### config.mk
export PLATFORM = sky130hd
export DESIGN_NAME = turfio_wb_arbmux
export DESIGN_NICKNAME = d
export VERILOG_FILES = /design/src/rtl/turfio_wb_arbmux.sv
export SDC_FILE = /design/constraint.sdc
export NUM_CORES = 1
export LEC_CHECK = 0
export CORE_AREA = 2 2 192 194
export CTS_CLUSTER_DIAMETER = 150
export DETAILED_ROUTE_END_ITERATION = 10
export DIE_AREA = 0 0 194 196
export PLACE_DENSITY_LB_ADDON = 0.12
export SYNTH_ARGS = -nofsm -noshare
export SYNTH_HDL_FRONTEND = slang
export SYNTH_SLANG_ARGS = --single-unit
### constraint.sdc
create_clock -name wb_clk_i -period 2.43 [get_ports wb_clk_i]
set_input_delay 0.486 -clock wb_clk_i [delete_from_list [all_inputs] [get_ports wb_clk_i]]
set_output_delay 0.486 -clock wb_clk_i [all_outputs]
set_load 0.1 [all_outputs]
### src/rtl/turfio_wb_arbmux.sv
// Shared-bus Wishbone classic interconnect: round-robin grant among NMASTER masters, address decode to
// NSLAVE slaves, decode-error response. Define TURFIO_WB_TIMEOUT_EN to add a bus-timeout error response.
module turfio_wb_arbmux #(
    parameter int NMASTER   = 4,
    parameter int NSLAVE    = 4,
    parameter int ADR_W     = 22,
    parameter int SLV_ADR_W = 12,
    parameter int DAT_W     = 32,
    parameter int TIMEOUT   = 255
) (
    input  logic                        wb_clk_i,
    input  logic                        wb_rst_i,
    input  logic [NMASTER-1:0]          m_cyc_i,
    input  logic [NMASTER-1:0]          m_stb_i,
    input  logic [NMASTER-1:0]          m_we_i,
    input  logic [NMASTER*ADR_W-1:0]    m_adr_i,
    input  logic [NMASTER*DAT_W-1:0]    m_dat_i,
    input  logic [NMASTER*DAT_W/8-1:0]  m_sel_i,
    output logic [NMASTER-1:0]          m_ack_o,
    output logic [NMASTER-1:0]          m_err_o,
    output logic [NMASTER-1:0]          m_rty_o,
    output logic [DAT_W-1:0]            m_dat_o,
    output logic [NSLAVE-1:0]           s_cyc_o,
    output logic [NSLAVE-1:0]           s_stb_o,
    output logic [NSLAVE-1:0]           s_we_o,
    output logic [SLV_ADR_W-1:0]        s_adr_o,
    output logic [DAT_W-1:0]            s_dat_o,
    output logic [DAT_W/8-1:0]          s_sel_o,
    input  logic [NSLAVE-1:0]           s_ack_i,
    input  logic [NSLAVE-1:0]           s_err_i,
    input  logic [NSLAVE-1:0]           s_rty_i,
    input  logic [NSLAVE*DAT_W-1:0]     s_dat_i,
    output logic [NMASTER-1:0]          grant_o
);

    localparam int SEL_W  = (NSLAVE > 1) ? $clog2(NSLAVE) : 1;
    localparam int MIDX_W = (NMASTER > 1) ? $clog2(NMASTER) : 1;
    localparam int BSEL_W = DAT_W / 8;

    typedef enum logic {IDLE, GRANT} state_t;
    state_t state, state_nxt;

    logic [MIDX_W-1:0]  owner, last, pick, cand;
    logic               pick_vld, load, release_bus;
    logic [NMASTER-1:0] grant;

    logic [ADR_W-1:0]   m_adr  [NMASTER];
    logic [DAT_W-1:0]   m_wdat [NMASTER];
    logic [BSEL_W-1:0]  m_sel  [NMASTER];
    logic [DAT_W-1:0]   s_rdat [NSLAVE];

    logic               own_cyc, own_stb, dec_err, sel_ok, tmo_hit;
    logic [ADR_W-1:0]   own_adr;
    logic [SEL_W-1:0]   slv_idx;

    for (genvar k = 0; k < NMASTER; k++) begin : g_mst
        assign m_adr[k]  = m_adr_i[k*ADR_W +: ADR_W];
        assign m_wdat[k] = m_dat_i[k*DAT_W +: DAT_W];
        assign m_sel[k]  = m_sel_i[k*BSEL_W +: BSEL_W];
    end

    for (genvar j = 0; j < NSLAVE; j++) begin : g_slv
        assign s_rdat[j] = s_dat_i[j*DAT_W +: DAT_W];
    end

    // Round-robin search starts just after the last granted master.
    always_comb begin
        pick     = '0;
        pick_vld = 1'b0;
        cand     = '0;
        for (int unsigned i = 1; i <= NMASTER; i++) begin
            cand = MIDX_W'((32'(last) + i) % NMASTER);
            if (!pick_vld && m_cyc_i[cand]) begin
                pick     = cand;
                pick_vld = 1'b1;
            end
        end
    end

    always_comb begin
        state_nxt   = state;
        load        = 1'b0;
        release_bus = 1'b0;
        case (state)
            IDLE: begin
                if (pick_vld) begin
                    state_nxt = GRANT;
                    load      = 1'b1;
                end
            end
            GRANT: begin
                if (!m_cyc_i[owner]) begin
                    state_nxt   = IDLE;
                    release_bus = 1'b1;
                end
            end
            default: state_nxt = IDLE;
        endcase
    end

    always_ff @(posedge wb_clk_i or posedge wb_rst_i) begin
        if (wb_rst_i) begin
            state <= IDLE;
            owner <= '0;
            last  <= MIDX_W'(NMASTER - 1);
            grant <= '0;
        end else begin
            state <= state_nxt;
            if (load) begin
                owner <= pick;
                last  <= pick;
                grant <= NMASTER'(1) << pick;
            end else if (release_bus) begin
                grant <= '0;
            end
        end
    end

    assign grant_o = grant;

    always_comb begin
        own_cyc = (state == GRANT) && m_cyc_i[owner];
        own_stb = own_cyc && m_stb_i[owner];
        own_adr = m_adr[owner];
        slv_idx = own_adr[SLV_ADR_W +: SEL_W];
        dec_err = (32'(slv_idx) >= NSLAVE) || ((own_adr >> (SLV_ADR_W + SEL_W)) != '0);
    end

    always_comb begin
        sel_ok  = own_cyc && !dec_err && !tmo_hit;
        s_cyc_o = '0;
        s_stb_o = '0;
        s_we_o  = {NSLAVE{own_cyc & m_we_i[owner]}};
        s_adr_o = own_cyc ? own_adr[SLV_ADR_W-1:0] : '0;
        s_dat_o = own_cyc ? m_wdat[owner] : '0;
        s_sel_o = own_cyc ? m_sel[owner] : '0;
        m_ack_o = '0;
        m_err_o = '0;
        m_rty_o = '0;
        m_dat_o = '0;
        if (sel_ok) begin
            s_cyc_o[slv_idx] = 1'b1;
            s_stb_o[slv_idx] = own_stb;
            m_ack_o[owner]   = s_ack_i[slv_idx];
            m_err_o[owner]   = s_err_i[slv_idx];
            m_rty_o[owner]   = s_rty_i[slv_idx];
            m_dat_o          = s_rdat[slv_idx];
        end
        if ((own_stb && dec_err) || tmo_hit)
            m_err_o[owner] = 1'b1;
    end

`ifdef TURFIO_WB_TIMEOUT_EN
    localparam int CNT_W = (TIMEOUT > 0) ? $clog2(TIMEOUT + 1) : 1;
    logic [CNT_W-1:0] tmo_cnt;
    logic             slv_rsp;

    assign slv_rsp = sel_ok && (s_ack_i[slv_idx] || s_err_i[slv_idx] || s_rty_i[slv_idx]);
    assign tmo_hit = own_stb && (tmo_cnt == CNT_W'(TIMEOUT));

    always_ff @(posedge wb_clk_i or posedge wb_rst_i) begin
        if (wb_rst_i)
            tmo_cnt <= '0;
        else if (!own_stb || slv_rsp || dec_err || tmo_hit)
            tmo_cnt <= '0;
        else
            tmo_cnt <= tmo_cnt + CNT_W'(1);
    end
`else
    logic unused_timeout;
    assign tmo_hit        = 1'b0;
    assign unused_timeout = (TIMEOUT > 0);
`endif

endmodule

==> results.md <==
- Final period utilization: 123.0%
- Rows: 70
- Root Buffer Master: clkbuf_16
- Place WS: -0.8148 ns
- Post-detailed-route count of antenna-violating nets: 0
- Fill cells: 3690
- Clock Skew: 0.002435 ns
- Vias: 5154
- HP Class: register to register
- Failing checks: setup timing
- Post-synth EDFFs: 0
- Post-Syn Area: 3453 um2
- # DRC: 0
- Syn_area_per_cell: 10.86 um2
- Dpl hpwl: 22.97 mm
- Fin. max-slew vios: 0
- HP Start: last[1]
- Fraction of layout cells with a size suffix above 1: 46.79%
- Final net count: 1227
- Max_cap viols: 0
- Buffers on Ports: 493
- Multi-input logic area: about 3700 um2
- Period minus WS final: 2.990 ns
- Async S/R FF share, synth: 100.0%
- RePlAce Congestion: 0.7446
- Core ar.: 36080 um2
- Die Wd: slightly below 200 um
- Req. time, crit path: a little under 2 ns
- Reg2reg setup slack: slightly above 0.5 ns
- CP arrival: 2.50 ns
- Fmax: 0.3344 GHz
- TritonCTS clock tree: yes
- CTS Sinks: 9
- Initial antenna violation count: 4
- Hold-fix buffers, CTS: 0
- FF+latch count, synth: 9
- Seq/Total Area, Yosys: 6.594%
- First-pass GRT wire length: 38.38 mm
- Clk buf depth: 2
- Clk_lat worst skew: about 0.24 ns
- Routed WL per cell: between 20 and 25 um
- Largest net degree at the start of global routing: 35
- Post-Route WL: ~27 mm
- Critical R2R Launch: owner[0]
- Crit. End Element: output port
- Netlist cell types: 32
- Ys Warns: 0
- Critical path fanouts, max: 5
- Hold Fails Final Rpt: 0
- Vias per cell: 3.934
- Non-filler cells, final: 1310
- Placed instance count: approximately 1300
- Leak pwr: between 4 and 5 nW
- Final WS setup: -0.5600 ns
- Fin area: 11490 um2
- Cts bufs inserted: 3
- Slew HR: ~64%
- IO Count: 494
- Worst vdd ir: between 0.5 and 0.6 mV
- Leading register cell type out of synthesis: dfrtp_1
- GRT overflow: 0
- Post-DP Area: approximately 11000 um2
- Hold endpoint: last[1]
- Syn Nets: 704
- H-tree depth: 1
- R2R Path End: grant_o[3]
- Starting Density: 9.570%
- Pwr dens: between 1000 and 1500 nW/um2
- Most common cell after layout, fill and taps aside: clkdlybuf4s50_1
- Die Footprint: about 38000 um2
- Hold path depth: 2
- Gr usage total: 13.48%
- Violation count after the first detailed-route iteration: approximately 90
- Gate Count Post-Synth: 318
- Cell depth of the worst flop-to-flop path: 6
- Worst Tran Pin Value: 0.5362 ns
- Final setup fails: between 100 and 150
- RSZ-0062 raised after global routing: true
- Commonest non-fill, non-tap cells in the layout: 357 x clkdlybuf4s50_1, 120 x buf_12, 87 x mux4_2
- Clk pin slew, worst setup/hold paths: around 0.04 ns
- Kind of critical path: input pin to output port
- Layout Area Growth over Synthesis: 232.7%
- Register Area: approximately 240 um2
- Startpoint types: input pin
- Vias in the first global route: 5713
- Outcome: complete, but fails checks
- Overall die height: 196 um
- TritonRoute pass-1 iters: 4
-- cell type report --
| class | count | share of cell area, % |
|---|---|---|
| timing repair buffer | 559 | 59.62 |
| multi-input combinational | 264 | 32.34 |
| tap | 468 | 5.097 |
| sequential | 9 | 2.058 |
| clock buffer | 4 | 0.6861 |
| inverter | 4 | 0.1634 |
| antenna | 2 | 0.04356 |
-- stage by stage --
| stage | util, % | hold slack, ns | setup TNS, ns | power, W |
|---|---|---|---|---|
| final | 31.84 | 0.5129 | -35.80 | 0.01166 |
| after global routing | 31.83 | 0.5648 | -42.72 | 0.01220 |
| after CTS | 31.16 | 0.5180 | -47.30 | 0.01157 |
| after detailed placement | 30.33 | 0.5106 | -53.08 | 0.01094 |
| after global placement | 30.33 | 0.4957 | -52.15 | 0.01094 |
| after floorplan | - | 0.3125 | -13.51 | 0.006986 |
-- worst max-delay path by stage --
stage | to | depth (start not counted) | startpoint
global route | m_dat_o[29] | 5 | owner[0]
detailed placement | m_dat_o[14] | 6 | m_adr_i[12]
floorplan | m_err_o[0] | 5 | m_adr_i[78]
finish | m_err_o[3] | 6 | m_adr_i[34]
global placement | m_dat_o[24] | 6 | m_adr_i[78]
CTS | m_err_o[3] | 5 | owner[0]
-- power breakdown --
group          internal (W)  switching [W]
clock              0.000220      0.0000781
combinational       0.00501        0.00600
sequential         0.000249      0.0000957
-- cell usage after synthesis, types with 4 or more instances --
library cell,instances,area [um2]
nand2_1,19,71.32
nor2_1,10,37.54
and3_1,50,312.8
nor4_1,13,81.33
o21ai_0,10,50.05
mux4_2,87,1959
buf_4,4,30.03
dfrtp_1,7,175.2
nor2b_1,35,219.0
buf_2,12,60.06
nor3_1,13,65.06
inv_1,4,15.01
buf_6,4,45.04
nand3_1,5,25.02
clkbuf_1,20,75.07
-- routing by layer --
layer  global-route usage [%]  vias up  share of wire, %
li1                         -     2363                 -
met4                    1.684        0               1.0
met1                    14.07     2472                34
met2                    27.03      306                56
met5                        0        -                 0
met3                    3.885       13               8.8
-- registers in the layout, summed over array words and instances, names as in the netlist --
| register | count |
|---|---|
| grant_o | 4 |
| last | 2 |
| owner | 2 |
| state | 1 |
-- worst max-delay path, stage by stage --
cell             delay, ns
clkdlybuf4s15_2       0.26
mux4_4                0.77
mux2i_1               0.19
o221a_4               0.29
nor4_4                0.28
buf_12                0.22
-- kinds of logic after synthesis --
logic type             count (synthesis)  share of synthesized area, %
muxes                                 91                         57.97
and+or+nand+nor                      151                         24.89
AOI/OAI and AO/OA                     21                         3.804
DFF                                    9                         6.594
buffers and inverters                 46                         6.739
-- repair_timing --
item	4_1_cts	5_1_grt
pin swaps	3	10
endpoints found under the hold margin	0	0
setup endpoints to repair	104	104
gates resized for setup	61	34
setup buffers	2	4
gates cloned	4	3
Power figures use the tool's default switching activity.
